$ cat src/rtl/uart_frame_pkg.sv
// Shared types and constants for the UART frame controller.
package uart_frame_pkg;

    localparam int unsigned BYTE_W = 8;

    typedef enum logic [1:0] {
        TX_IDLE = 2'd0,
        TX_SEND = 2'd1,
        TX_WAIT = 2'd2
    } tx_state_t;

endpackage

$ cat src/rtl/uart_frame_rx.sv
// Assembles UART bytes MSB-first into a command word and drops stale partial
// frames after an inter-byte timeout.
module uart_frame_rx
    import uart_frame_pkg::*;
#(
    parameter int unsigned CMD_BYTES = 3,
    parameter int unsigned TIMEOUT   = 50000
) (
    input  logic                        clk,
    input  logic                        rst,
    input  logic                        rx_rdy,
    input  logic [BYTE_W-1:0]           rx_data,
    output logic                        clr_rx_rdy,
    output logic [CMD_BYTES*BYTE_W-1:0] cmd,
    output logic                        cmd_rdy,
    input  logic                        clr_cmd_rdy,
    output logic                        frm_err
);

    localparam int unsigned CNT_W = $clog2(CMD_BYTES);
    localparam int unsigned TMO_W = $clog2(TIMEOUT + 1);
    localparam int unsigned CMD_W = CMD_BYTES * BYTE_W;
    localparam int unsigned SHF_W = (CMD_BYTES - 1) * BYTE_W;
    localparam logic [CNT_W-1:0] CNT_LAST = CNT_W'(CMD_BYTES - 1);
    localparam logic [TMO_W-1:0] TMO_LOAD = TMO_W'(TIMEOUT);
    localparam logic [TMO_W-1:0] TMO_ONE  = TMO_W'(1);

    logic [CNT_W-1:0] r_rx_cnt;
    logic [TMO_W-1:0] r_tmo_cnt;
    logic [SHF_W-1:0] r_cmd_shift;
    logic [CMD_W-1:0] r_cmd;
    logic             r_cmd_rdy;
    logic             r_clr_rx_rdy;
    logic             r_frm_err;

    logic             w_accept;
    logic             w_first;
    logic             w_last;
    logic             w_timeout;
    logic [CMD_W-1:0] w_word;

    // rx_rdy is still high while our acknowledge pulse is out; masking with it
    // keeps the same byte from being taken twice.
    assign w_accept  = rx_rdy & ~r_clr_rx_rdy;
    assign w_first   = w_accept & (r_rx_cnt == '0);
    assign w_last    = w_accept & (r_rx_cnt == CNT_LAST);
    assign w_timeout = ~w_accept & (r_rx_cnt != '0) & (r_tmo_cnt == TMO_ONE);
    assign w_word    = {r_cmd_shift, rx_data};

    always_ff @(posedge clk or posedge rst) begin
        if (rst) begin
            r_rx_cnt     <= '0;
            r_tmo_cnt    <= '0;
            r_cmd_shift  <= '0;
            r_cmd        <= '0;
            r_cmd_rdy    <= 1'b0;
            r_clr_rx_rdy <= 1'b0;
            r_frm_err    <= 1'b0;
        end else begin
            r_clr_rx_rdy <= w_accept;
            r_frm_err    <= w_timeout;

            if (w_accept) begin
                r_cmd_shift <= w_word[SHF_W-1:0];
                r_tmo_cnt   <= TMO_LOAD;
                r_rx_cnt    <= w_last ? '0 : r_rx_cnt + 1'b1;
            end else if (w_timeout) begin
                r_rx_cnt  <= '0;
                r_tmo_cnt <= '0;
            end else if (r_rx_cnt != '0) begin
                r_tmo_cnt <= r_tmo_cnt - 1'b1;
            end

            if (w_last) begin
                r_cmd <= w_word;
            end

            // A newly completed frame beats an acknowledge in the same cycle;
            // the first byte of a new frame retires an unacknowledged one.
            if (w_last) begin
                r_cmd_rdy <= 1'b1;
            end else if (clr_cmd_rdy || w_first) begin
                r_cmd_rdy <= 1'b0;
            end
        end
    end

    assign clr_rx_rdy = r_clr_rx_rdy;
    assign cmd        = r_cmd;
    assign cmd_rdy    = r_cmd_rdy;
    assign frm_err    = r_frm_err;

endmodule

$ cat src/rtl/uart_frame_ctrl.sv
// Frame-level sequencer for the byte UART: command assembly on RX and
// MSB-first response serialization on TX.
module uart_frame_ctrl
    import uart_frame_pkg::*;
#(
    parameter int unsigned CMD_BYTES = 3,
    parameter int unsigned RSP_BYTES = 2,
    parameter int unsigned TIMEOUT   = 50000
) (
    input  logic                        clk,
    input  logic                        rst,
    input  logic                        rx_rdy,
    input  logic [BYTE_W-1:0]           rx_data,
    output logic                        clr_rx_rdy,
    input  logic                        tx_done,
    output logic                        trmt,
    output logic [BYTE_W-1:0]           tx_data,
    output logic [CMD_BYTES*BYTE_W-1:0] cmd,
    output logic                        cmd_rdy,
    input  logic                        clr_cmd_rdy,
    output logic                        frm_err,
    input  logic                        send_rsp,
    input  logic [RSP_BYTES*BYTE_W-1:0] rsp_data,
    output logic                        rsp_busy,
    output logic                        rsp_done,
    output logic [1:0]                  dbg_tx_state
);

    localparam int unsigned RSP_W = RSP_BYTES * BYTE_W;
    localparam int unsigned TXC_W = $clog2(RSP_BYTES + 1);
    localparam logic [TXC_W-1:0] TXC_LAST = TXC_W'(RSP_BYTES - 1);

    uart_frame_rx #(
        .CMD_BYTES (CMD_BYTES),
        .TIMEOUT   (TIMEOUT)
    ) u_rx (
        .clk         (clk),
        .rst         (rst),
        .rx_rdy      (rx_rdy),
        .rx_data     (rx_data),
        .clr_rx_rdy  (clr_rx_rdy),
        .cmd         (cmd),
        .cmd_rdy     (cmd_rdy),
        .clr_cmd_rdy (clr_cmd_rdy),
        .frm_err     (frm_err)
    );

    tx_state_t        r_tx_state;
    tx_state_t        w_tx_next;
    logic [RSP_W-1:0] r_tx_shift;
    logic [TXC_W-1:0] r_tx_cnt;
    logic             r_rsp_busy;
    logic             r_rsp_done;
    logic             r_wait_first;

    logic             w_trmt;
    logic             w_load;
    logic             w_advance;
    logic             w_finish;

    always_comb begin
        w_tx_next = r_tx_state;
        w_trmt    = 1'b0;
        w_load    = 1'b0;
        w_advance = 1'b0;
        w_finish  = 1'b0;
        case (r_tx_state)
            TX_IDLE: begin
                if (send_rsp) begin
                    w_load    = 1'b1;
                    w_tx_next = TX_SEND;
                end
            end
            TX_SEND: begin
                w_trmt    = 1'b1;
                w_tx_next = TX_WAIT;
            end
            TX_WAIT: begin
                // tx_done may still be high from the previous byte right after trmt
                if (!r_wait_first && tx_done) begin
                    if (r_tx_cnt == TXC_LAST) begin
                        w_finish  = 1'b1;
                        w_tx_next = TX_IDLE;
                    end else begin
                        w_advance = 1'b1;
                        w_tx_next = TX_SEND;
                    end
                end
            end
            default: begin
                w_tx_next = TX_IDLE;
            end
        endcase
    end

    always_ff @(posedge clk or posedge rst) begin
        if (rst) begin
            r_tx_state   <= TX_IDLE;
            r_tx_shift   <= '0;
            r_tx_cnt     <= '0;
            r_rsp_busy   <= 1'b0;
            r_rsp_done   <= 1'b0;
            r_wait_first <= 1'b0;
        end else begin
            r_tx_state   <= w_tx_next;
            r_wait_first <= w_trmt;
            r_rsp_done   <= w_finish;
            if (w_load) begin
                r_tx_shift <= rsp_data;
                r_tx_cnt   <= '0;
                r_rsp_busy <= 1'b1;
            end else if (w_advance) begin
                r_tx_shift <= r_tx_shift << BYTE_W;
                r_tx_cnt   <= r_tx_cnt + 1'b1;
            end else if (w_finish) begin
                r_rsp_busy <= 1'b0;
            end
        end
    end

    assign trmt         = w_trmt;
    assign tx_data      = r_tx_shift[RSP_W-1 -: BYTE_W];
    assign rsp_busy     = r_rsp_busy;
    assign rsp_done     = r_rsp_done;
    assign dbg_tx_state = r_tx_state;

endmodule

$ cat config.mk
export PLATFORM = sky130hd
export DESIGN_NAME = uart_frame_ctrl
export DESIGN_NICKNAME = d
export VERILOG_FILES = /design/src/rtl/uart_frame_pkg.sv /design/src/rtl/uart_frame_rx.sv /design/src/rtl/uart_frame_ctrl.sv
export SDC_FILE = /design/constraint.sdc
export NUM_CORES = 1
export LEC_CHECK = 0
export CAP_MARGIN = 20
export CORE_UTILIZATION = 45
export CTS_BUF_LIST = sky130_fd_sc_hd__clkbuf_8
export DETAILED_ROUTE_END_ITERATION = 8
export PLACE_DENSITY = 0.85
export SYNTH_ARGS = -nofsm -noshare
export SYNTH_HDL_FRONTEND = slang
export SYNTH_SLANG_ARGS = --single-unit
$ cat constraint.sdc
create_clock -name clk -period 2.9 [get_ports clk]
set_clock_uncertainty 0.05 [all_clocks]
set_input_delay 0.58 -clock clk [delete_from_list [all_inputs] [get_ports clk]]
set_output_delay 0.58 -clock clk [all_outputs]
set_load 0.03 [all_outputs]
==> results.md, run 1 <==
- The flow ran to the end, and the final reports show no timing, DRC or antenna violations.
- The congestion estimate from routability-driven global placement came to 0.781.
- The die is 91.5 um tall.
- The largest total area in the synthesized netlist belongs to sky130_fd_sc_hd__dfrtp_1.
- The share of total power dissipated in combinational logic is 0.422.
- Based on the critical path, the design can be clocked at up to 418 MHz.
- After clock tree synthesis, the setup repair step added 0 buffers.
- Measured against its own limit, the worst slew margin works out to 0.429.
- The library cell with the highest instance count after synthesis is sky130_fd_sc_hd__nand2_1.
- The share of flip-flops with an asynchronous set or reset after synthesis is 1.00.
- The total congestion overflow is 0.
- The global-route wire length before repair is 13000 um.
- For this run, the slowest stage of the critical path takes 720 ps.
- 70 I/O pins were placed.
- By startpoint and endpoint, the worst setup path is classified as flip-flop to output pin.
- Counting every instance in the synthesized netlist gives 348.
- The final routed DRC violation total is 0.
- The die outline area is 8360 um2.
- Traced cell by cell, the critical path runs through nor2b_1, clkdlybuf4s50_1.
- Setup violations remaining at the end of the flow were counted as 0.
- The final layout contains 446 nets.
- The critical path startpoint category is a flip-flop.
- The die boundary width is 91.5 um.
- The reported max-cap violation count is 0.
- The repair_antennas step left the layout with diodes totalling 0.
- The number of global-route vias before repair was 2827.
- Dividing the detail-routed wire length by the instance count gives 14.8 um.
- Once routing completed, OpenROAD measured the worst setup slack at 509 ps.
- The initial antenna violation count is 0.
- The hold violation total from the final report is 0.
- The time the final worst path needs with I/O delays and setup is 2390 ps.
- The number of buffers added to fix hold violations after cts is 0.
- For this run, the number of Yosys warnings is 0.
- The worst setup path is captured at an output pin.
- The number of different library cells used by synthesis comes to 43.
- The H-tree was split into 3 levels.
- The post-layout instance area is 4570 um2.
- The cell internal power dissipation is 0.00271 W.
- The synthesized design contains 0 enable-type register cells.
- The area growth from synthesis to layout is 26.9%.
- The final route contains 2753 vias.
- Summed over all cells, the static leakage comes to 2.05 nW.
- No sink is reached through more buffers than the 2 on the longest clock path.
- The maximum vdd drop is 0.777 mV.
- The arrival time reported for the critical path endpoint is 1760 ps.
- Entering global routing, the biggest net connects 35 pins.
- At the placement stage, the worst setup path has a slack of 398 ps.
- The most used flip-flop cell after synthesis is sky130_fd_sc_hd__dfrtp_1.
- The TritonCTS clock tree is done.
- The clock buffer count from CTS is 9.
- The post-synth net total is 381.
- The tree built by TritonCTS fans out to 84 sinks.
- Of the post-synthesis cell area, the dominant cell type holds 0.584.
- The region available for standard cell placement spans 7730 um2.
- The number of gates given a new drive strength after cts is 0.
- The number of buffers added on ports is 69.
- After synthesis, the most frequently instantiated cells are sky130_fd_sc_hd__nand2_1 (93), sky130_fd_sc_hd__dfrtp_1 (84), sky130_fd_sc_hd__mux2_2 (24).
- For this configuration, the core starts out at a cell density of 0.466.
- The later pin in the worst-skew pair is clocked with a latency of 360 ps.
- For the pin with the worst max-slew slack, the measured transition is 854 ps.
- The routed design has 7690 um of wire.
- The slowest stage of the critical path is the sky130_fd_sc_hd__clkdlybuf4s50_1 cell.
- The average vias per placed instance is 5.29.
- The cell area after synthesis is 3600 um2.
- Of the cells placed in the final design, the portion with a size suffix greater than 1 is 0.127.
- The placed instances occupy a cell area of 4400 um2.
- In the post-synthesis netlist, the biggest area contributors are sky130_fd_sc_hd__dfrtp_1 (58%), sky130_fd_sc_hd__nand2_1 (9.7%), sky130_fd_sc_hd__mux2_2 (7.5%).
- The proportion of power drawn by flip-flops and latches is 0.409.
- The setup TNS after final layout is 0 ps.
- Of the available clock period, the critical path in the final layout requires 0.825.
- The starting DRC count in detailed routing is 153.
- Setup repair after global routing left no endpoint under its margin.
- The pre-antenna-repair detailed-routing pass consisted of 4 iterations.
- The path class of the tightest hold or removal check is flip-flop to flip-flop.
- Clock-pin slew was measured on the worst setup and hold paths at 90 ps.
- The estimated wirelength of the detail-placed design is 5390 um.
- At the end of the flow the core is filled with cells to 0.591.
- The clock network power share is 0.168.
- The detail route stage leaves a number of antenna-violating nets equal to 0.
- The final number of max-transition violations came to 0.
- The register bit total from synthesis is 84.
- The cell sitting at the root of the clock tree is a sky130_fd_sc_hd__clkbuf_8.
- Of the total power, the share spent switching nets is 0.399.
- The net load switching power is 0.00180 W.
- Along the worst path, the maximum fanout reaches 5.
- The average cell area after synthesis is 10.3 um2.
- In this run the power density over the cells is 987 nW/um2.
- The required arrival time at the worst endpoint is 2270 ps.
- The total routing usage reported by global routing is 0.199.
- The floorplan row count is 32.
- The sequential fraction of the synthesis area is 0.584.
## state kept, by name, summed over array words and instances, names as in the netlist
register,count
u_rx.cmd,24
r_tx_shift,16
u_rx.r_cmd_shift,16
u_rx.r_tmo_cnt,16
dbg_tx_state,2
r_tx_cnt,2
u_rx.r_rx_cnt,2
r_wait_first,1
rsp_busy,1
rsp_done,1
u_rx.clr_rx_rdy,1
u_rx.cmd_rdy,1
u_rx.frm_err,1
## routing by layer
metal  routed length (um)  up-vias  track usage
met1                 3360     1372        0.249
li1                     -     1304            -
met3                  438       10       0.0570
met2                 3760       67        0.315
met5                    0        -            0
met4                  126        0       0.0979
## cell families (layout without fill, tap and decap cells)
kind of cell,count (synthesis),count (layout),share of synthesized area
xor+xnor,1,1,0.00243
compound gates,42,42,0.0740
simple gates,162,162,0.210
fa+ha+maj,3,3,0.0104
flops,84,84,0.584
mux,25,25,0.0778
buf+inv,31,101,0.0414
## worst max-delay path: cells and delay by family (launching register included)
| kind | cells | cell delay, ps |
|---|---|---|
| AND/OR/NAND/NOR | 1 | 230 |
| buffers and inverters | 1 | 720 |
| flip-flops | 1 | 440 |
## placed cells by master (no fill, tap or decap), drive strengths merged, types with 2 or more instances in the layout
master         count
nor2              17
buf                9
o21ai             12
nor2b              4
o31ai              3
nand3b             3
clkinvlp           2
mux2              24
nand2             93
a21oi              8
a31oi              8
o41ai              2
nor3               4
nand3             17
clkdlybuf4s50     69
and2               3
or4                2
clkinv             2
nand4              3
o211ai             2
ha                 3
inv               10
dfrtp             84
clkbuf             9
nor4               3
nand2b             6
## power groups by stage
stage	Clock, W	Sequential [W]	Combinational, W
final	0.000759	0.00185	0.00191
after global routing	0.000810	0.00190	0.00205
after CTS	0.000771	0.00185	0.00192
after detailed placement	0	0.00187	0.00191
after global placement	0	0.00184	0.00185
after floorplan	0	0.00215	0.000929
## final cells by class
type,instances,area [um2]
Multi-Input combinational cell,233,1360
Tap cell,102,128
Inverter,7,27.5
Sequential cell,84,2100
Clock buffer,9,124
Timing Repair Buffer,78,783
Fill cell,641,3160
Clock inverter,7,50.0
## final timing paths
path | start | endpoint | slack [ps] | cells after the start
max | dbg_tx_state[0] | trmt | 510 | 2
min | u_rx.r_cmd_shift[9] | u_rx.r_cmd_shift[9] | 420 | 2
max in group asynchronous | rst | u_rx.r_cmd_shift[11] | 1610 | 3
min in group asynchronous | rst | r_tx_shift[0] | 540 | 2
min reg2reg | u_rx.r_cmd_shift[9] | u_rx.r_cmd_shift[9] | 420 | 2
max reg2reg | u_rx.r_tmo_cnt[1] | u_rx.r_tmo_cnt[3] | 720 | 7
## metrics by stage
step	power, W	hold WS [ps]	instances
2_1_floorplan	0.00308	390	348
3_5_place_dp	0.00377	407	504
5_1_grt	0.00476	442	520
6_report	0.00451	423	520
4_1_cts	0.00453	427	520
3_3_place_gp	0.00369	404	504
No activity file was read; power rests on OpenSTA's default activity.
==> inputs of run 2 (changes only) <==
Settings changed: PLACE_DENSITY 0.85 to 0.82.
Clock period 2.9 ns to 2.4 ns, I/O delays scaled along.
==> run 2 against run 1 <==
  * Cell area increased by 1.3%
  * Non-clock buffer count is 4 higher
  * Clock power increased by 22%
  * Setup slack worse by 170 ps
  * Final cell count up 0.77%
  * Largest power group unchanged
  * Highest routed layer unchanged
==> results.md, run 2 (synthesis results as in run 1) <==
- The number of search-and-repair iterations in the first detailed-routing pass is 4 (unchanged).
- The global-route wire length before repair came to 13100 um (+1.0%).
- The root buffer cell chosen for the clock tree is sky130_fd_sc_hd__clkbuf_8.
- The reported max-cap violation count is 0 (unchanged).
- The total congestion overflow was 0 (unchanged).
- The category of the worst setup path capture point is a flip-flop.
- The clock-pin slew reported for the worst setup and hold paths after clock tree synthesis is 80 ps (about the same).
- The number of filler instances in the final layout is 602 (-6.1%).
- The CTS H-tree depth came to 3 (unchanged).
- The critical path is of the flip-flop to flip-flop type.
- The clock buffer count from CTS is 9 (unchanged).
- The hold violation total from the final report is 0 (unchanged).
- The tightest min-delay check is of the flip-flop to flip-flop type.
- The commonest non-fill, non-tap cell in the layout is sky130_fd_sc_hd__nand2_1.
- The number of non-filler instances in the completed layout was 524 (+0.77%).
- The final routed DRC violation total is 0 (unchanged).
- The headroom to the max-slew limit came to 0.607 (+0.178).
- The leakage power summed over all cells is 2.08 nW (+1.7%).
- The final routed wire length divided by cell count is 14.3 um (-3.5%).
- The total wire length is 7480 um (-2.8%).
- The arrival time reported for the critical path endpoint came to 2240 ps (+480 ps).
- The effective utilization at floorplan is 0.466 (unchanged).
- The count of final setup violators is 0 (unchanged).
- The average vias per placed instance was 5.27 (-0.55%).
- The fraction of the core area covered by cells at the end of the flow is 0.599 (+0.00745).
- Based on the critical path, the design can be clocked at up to 484 MHz.
- The ratio of cells with drive above 1 in the final layout is 0.137 (+0.0106).
- The worst slack on hold paths came to 431 ps (+7.90 ps).
- The starting DRC count in detailed routing came to 85 (-44%).
- The pin slew with the least headroom to its limit came to 588 ps (-265 ps).
- The clock sink count is 84 (unchanged).
- The routed via count came to 2759 (+0.22%).
- The final RePlAce weighted congestion is 0.822 (+5.2%).
- The number of nets in the final layout was 450 (+0.90%).
- The run finished with clean final reports.
- The y dimension of the die was 91.5 um (unchanged).
- The core footprint is 7730 um2 (unchanged).
- The number of global-route vias before repair is 2804 (-0.81%).
- The count of boundary I/O pins is 70 (unchanged).
- The total routing usage reported by global routing came to 0.200 (+0.000873).
- The area growth from synthesis to layout is 28.5%.
- The flip-flop count of the largest register after layout is 24 (unchanged).
- The setup TNS after final layout was 0 ps (unchanged).
- The final number of max-transition violations was 0 (unchanged).
- The antenna diode count came to 0 (unchanged).
- TritonCTS built the clock tree.
- The number of buffers on the longest clock path is 2 (unchanged).
- The total setup buffers inserted after CTS is 0 (unchanged).
- The power density normalized to cell area is 1180 nW/um2 (+20%).
- The initial antenna violation count is 0 (unchanged).
- The estimated wirelength of the detail-placed design is 5370 um (-0.35%).
- The ratio of final minimum period to clock period is 0.860.
- The time the final worst path needs with I/O delays and setup is 2060 ps.
- The die outline area is 8360 um2 (unchanged).
- The largest net degree at the start of global routing is 29 (-17%).
- Setup repair after global routing left no endpoint under its margin.
- The count of antenna-violating nets left after detailed routing is 0 (unchanged).
- The number of buffers added on ports was 69 (unchanged).
- The worst-path maximum fanout came to 10 (+5).
- The required arrival time at the worst endpoint is 2580 ps (+310 ps).
- The critical path startpoint category is a flip-flop.
- The later-pin clock latency in the skew report is 350 ps (about the same).
- The floorplan row count is 32 (unchanged).
- The die boundary width was 91.5 um (unchanged).
- The maximum vdd drop was 0.684 mV (-12%).
- The placed cell count is 508 (+0.79%).
- The top cell types in the final layout, fill and taps aside, are sky130_fd_sc_hd__nand2_1 (93), sky130_fd_sc_hd__dfrtp_1 (84), sky130_fd_sc_hd__clkdlybuf4s50_1 (68).
run 2: changes by cell type in the layout (fill, tap and decap cells not counted), sizes merged:
cell / change
clkbuf: +1
inv: -2
clkdlybuf4s50: -1
dlymetal6s2s: +1
clkinvlp: +1
buf: +4
run 2: timing repair:
item / CTS / global route
setup endpoints to repair: 0 / 1
gates resized for setup: 0 / 1
hold buffers: 0 / 0
run 2: through the flow:
stage | area (um2) | setup WS, ps | total power, W
2_1_floorplan | 3600 | 456 | 0.00372
3_3_place_gp | 4440 | 172 | 0.00450
3_5_place_dp | 4440 | 49.9 | 0.00458
4_1_cts | 4630 | 72.0 | 0.00553
5_1_grt | 4630 | 134 | 0.00581
6_report | 4630 | 335 | 0.00547
run 2: path summary, 6_finish.rpt:
path / slack, ps / to / depth (start not counted) / from
worst max-delay path: 340 / u_rx.r_tmo_cnt[13] / 5 / u_rx.r_tmo_cnt[2]
worst min-delay path: 430 / u_rx.r_cmd_shift[14] / 2 / u_rx.r_cmd_shift[14]
worst max register to register: 340 / u_rx.r_tmo_cnt[13] / 5 / u_rx.r_tmo_cnt[2]
worst min register to register: 430 / u_rx.r_cmd_shift[14] / 2 / u_rx.r_cmd_shift[14]
max in group asynchronous: 1220 / u_rx.r_cmd_shift[8] / 3 / rst
min in group asynchronous: 490 / r_tx_shift[9] / 2 / rst
run 2: worst max-delay path, stage by stage (launching register included):
cell	delay, ps
sky130_fd_sc_hd__dfrtp_1	470
sky130_fd_sc_hd__nor4_4	540
sky130_fd_sc_hd__nand4_1	410
sky130_fd_sc_hd__buf_4	300
sky130_fd_sc_hd__nand2_1	90
sky130_fd_sc_hd__o41ai_1	80
run 2: where the power goes:
part	total, W	internal, W	switching (W)
clock	0.000925	0.000411	0.000514
sequential	0.00224	0.00189	0.000358
combinational	0.00230	0.00103	0.00128
total	0.00547	0.00333	0.00215
run 2: final cells by class:
type	instances	area [um2]	share of cell area
inverters	7	30.0	0.00649
multi-input cells	233	1360	0.293
clock inverters	6	46.3	0.0100
clock buffers	10	138	0.0297
flip-flops and latches	84	2100	0.454
well taps	102	128	0.0276
repair buffers	82	828	0.179
run 2: metal layers:
metal | part of all wire | track usage | up-vias | routed length (um)
met5 | 0 | 0 | - | 0
met4 | 0.013 | 0.0728 | 0 | 95
met3 | 0.068 | 0.0712 | 8 | 512
met2 | 0.50 | 0.321 | 84 | 3720
met1 | 0.42 | 0.247 | 1358 | 3150
li1 | - | - | 1309 | -
==> inputs of run 3 (changes only) <==
Settings changed: PLACE_DENSITY 0.82 to 0.72.
==> run 3 against run 2 <==
  * Register-to-register slack improved by 90 ps
  * Sequential cell count did not move
  * Non-clock buffer count did not move
  * Clock power rose by 6.6%
  * Fmax fell by 7.3%
  * Sequential share of layout area fell by 0.061 points
  * Largest cell class unchanged
  * Critical path depth fell by 3
  * Via count fell by 1.9%
  * Final cell count did not move
  * Utilization rose by 0.081 points
  * Combinational power barely moved
  * Critical path type is now flip-flop to output pin
==> results.md, run 3 (synthesis results as in run 1) <==
- The run finished with clean final reports.
- The starting DRC count in detailed routing is 181 (+110%).
- The final number of max-transition violations is 0 (unchanged).
- The final RePlAce weighted congestion is 0.802 (-2.4%).
- The worst-path maximum fanout is 5 (-5).
- The routed via count is 2706 (-1.9%).
- The worst setup path is captured at an output pin.
- The number of nets in the final layout is 450 (unchanged).
- The power density normalized to cell area is 1190 nW/um2 (+0.31%).
- The flip-flop count of the largest register after layout is 24 (unchanged).
- The estimated wirelength of the detail-placed design came to 4880 um (-9.3%).
- From synthesis to final layout, the design area changed by 28.7%.
- The power after layout was 0.00550 W (+0.44%).
- Setup repair after global routing left no endpoint under its margin.
- The routed length on met3 came to 382 um (-25%).
- The total congestion overflow is 0 (unchanged).
- The setup TNS after final layout is 0 ps (unchanged).
- The number of filler instances in the final layout is 653 (+8.5%).
- The clock sink count came to 84 (unchanged).
- The number of global-route vias before repair is 2741 (-2.2%).
- The routed metal-1 wire length is 3210 um (+1.9%).
- The die boundary width is 91.5 um (unchanged).
- The count of antenna-violating nets left after detailed routing is 0 (unchanged).
- The register-to-register path setup slack came to 430 ps (+90 ps).
- The tree is rooted in a sky130_fd_sc_hd__clkbuf_8.
- The ratio of final minimum period to clock period is 0.928 (+0.0678).
- The number of gates given a new drive strength after cts was 0 (unchanged).
- STA classifies the critical path startpoint as a flip-flop.
- The global-route wire length before repair is 12300 um (-6.4%).
- The pin slew with the least headroom to its limit is 585 ps (-3.57 ps).
- The total wire length came to 7180 um (-4.0%).
- The worst hold-check path type is flip-flop to flip-flop.
- The antenna diode count is 0 (unchanged).
- The number of buffers added to fix hold violations after cts is 0 (unchanged).
- The average vias per placed instance is 5.16 (-1.9%).
- The core footprint is 7730 um2 (unchanged).
- The combinational power share came to 0.417 (-0.004).
- The total routing usage reported by global routing was 0.186 (-0.0133).
- The arrival time reported for the critical path endpoint is 1700 ps (-540 ps).
- The highest metal layer with signal wires is met4.
- The TritonCTS clock tree is done.
- The number of buffers added on ports was 69 (unchanged).
- The cell internal power dissipation is 0.00339 W (+2.0%).
- The placed cell count is 508 (unchanged).
- The effective utilization at floorplan is 0.466 (unchanged).
- The highest achievable clock rate is 449 MHz (-7.3%).
- The y dimension of the die is 91.5 um (unchanged).
- The net load switching power was 0.00210 W (-2.0%).
- The count of final setup violators is 0 (unchanged).
- The share of total power consumed by net switching was 0.383 (-0.00964).
- The leakage power summed over all cells was 2.07 nW (-0.45%).
- The initial antenna violation count came to 0 (unchanged).
- The final routed wire length divided by cell count is 13.7 um (-4.0%).
- The count of boundary I/O pins came to 70 (unchanged).
- The detailed route wirelength on metal2 came to 3500 um (-6.0%).
- The clock network power share was 0.179 (+0.010).
- The library cells used most frequently in the layout, excluding fill and tap cells, are sky130_fd_sc_hd__nand2_1 (93), sky130_fd_sc_hd__dfrtp_1 (84), sky130_fd_sc_hd__clkdlybuf4s50_1 (69).
- The total setup buffers inserted after CTS came to 0 (unchanged).
- The time the final worst path needs with I/O delays and setup is 2230 ps (+163 ps).
- The headroom to the max-slew limit came to 0.609 (+0.00239).
- The CTS H-tree depth came to 3 (unchanged).
- The commonest non-fill, non-tap cell in the layout is sky130_fd_sc_hd__nand2_1.
- The hold violation total from the final report is 0 (unchanged).
- The die outline area is 8360 um2 (unchanged).
- The largest net degree at the start of global routing is 34 (+17%).
- The number of non-filler instances in the completed layout is 524 (unchanged).
- The number of search-and-repair iterations in the first detailed-routing pass came to 4 (unchanged).
- The number of buffers on the longest clock path was 2 (unchanged).
- The reported max-cap violation count is 0 (unchanged).
- The required arrival time at the worst endpoint came to 1870 ps (-710 ps).
- The floorplan row count is 32 (unchanged).
- The critical path in this run is classified as flip-flop to output pin.
- The clock-pin slew reported for the worst setup and hold paths after clock tree synthesis is 80 ps (about the same).
- The later-pin clock latency in the skew report is 350 ps (about the same).
- The proportion of power drawn by flip-flops and latches is 0.404 (-0.006).
- The clock buffer count from CTS came to 9 (unchanged).
- The ratio of cells with drive above 1 in the final layout is 0.133 (-0.00474).
- The final routed DRC violation total is 0 (unchanged).
- The maximum vdd drop is 0.714 mV (+4.5%).
-- run 3: cell count changes in the layout (fill, tap and decap cells not counted) --
| cell | previous run | this run |
|---|---|---|
| sky130_fd_sc_hd__clkbuf_8 | 10 | 9 |
| sky130_fd_sc_hd__inv_1 | 6 | 8 |
| sky130_fd_sc_hd__clkinvlp_4 | 3 | 4 |
| sky130_fd_sc_hd__dlymetal6s2s_1 | 1 | 0 |
| sky130_fd_sc_hd__clkdlybuf4s50_1 | 68 | 69 |
| sky130_fd_sc_hd__clkinv_2 | 1 | 0 |
| sky130_fd_sc_hd__bufinv_16 | 0 | 1 |
| sky130_fd_sc_hd__inv_6 | 2 | 1 |
| sky130_fd_sc_hd__clkinv_4 | 1 | 0 |
-- run 3: stage by stage --
stage               utilization  hold slack, ps  cell area [um2]  setup slack [ps]
floorplan                     -             390             3600               456
global placement          0.575             408             4440               346
detailed placement        0.575             411             4440               323
CTS                       0.600             433             4630               144
global route              0.600             466             4630               107
finish                    0.600             430             4630               173
-- run 3: worst paths after layout --
kind	startpoint	end	cells after the start
min in group asynchronous	rst	r_wait_first	2
min	u_rx.r_cmd_shift[13]	u_rx.r_cmd_shift[13]	2
max	dbg_tx_state[0]	trmt	2
max in group asynchronous	rst	u_rx.cmd[14]	3
min reg2reg	u_rx.r_cmd_shift[13]	u_rx.r_cmd_shift[13]	2
max reg2reg	u_rx.r_tmo_cnt[9]	u_rx.r_tmo_cnt[15]	4
-- run 3: worst max-delay path: stages (launching register included) --
cell                              delay (ps)
sky130_fd_sc_hd__dfrtp_1                 410
sky130_fd_sc_hd__nor2b_1                 240
sky130_fd_sc_hd__clkdlybuf4s50_1         710
-- run 3: power groups by stage --
stage	registers, W	logic, W	clock network, W
final	0.00222	0.00229	0.000986
after global routing	0.00229	0.00247	0.00106
after CTS	0.00223	0.00232	0.00101
after detailed placement	0.00224	0.00230	0
after global placement	0.00223	0.00227	0
after floorplan	0.00259	0.00112	0
-- run 3: area by class of cell --
class	instances	area [um2]	share of cell area
sequential	84	2100	0.454
multi-input combinational	233	1360	0.293
timing repair buffer	82	826	0.178
tap	102	128	0.0275
clock buffer	9	124	0.0267
clock inverter	7	68.8	0.0148
inverter	7	30.0	0.00648
-- run 3: metal layers --
| metal | GRT usage | vias up |
|---|---|---|
| met2 | 0.315 | 63 |
| met5 | 0 | - |
| met1 | 0.222 | 1322 |
| met4 | 0.0728 | 0 |
| li1 | - | 1314 |
| met3 | 0.0570 | 7 |
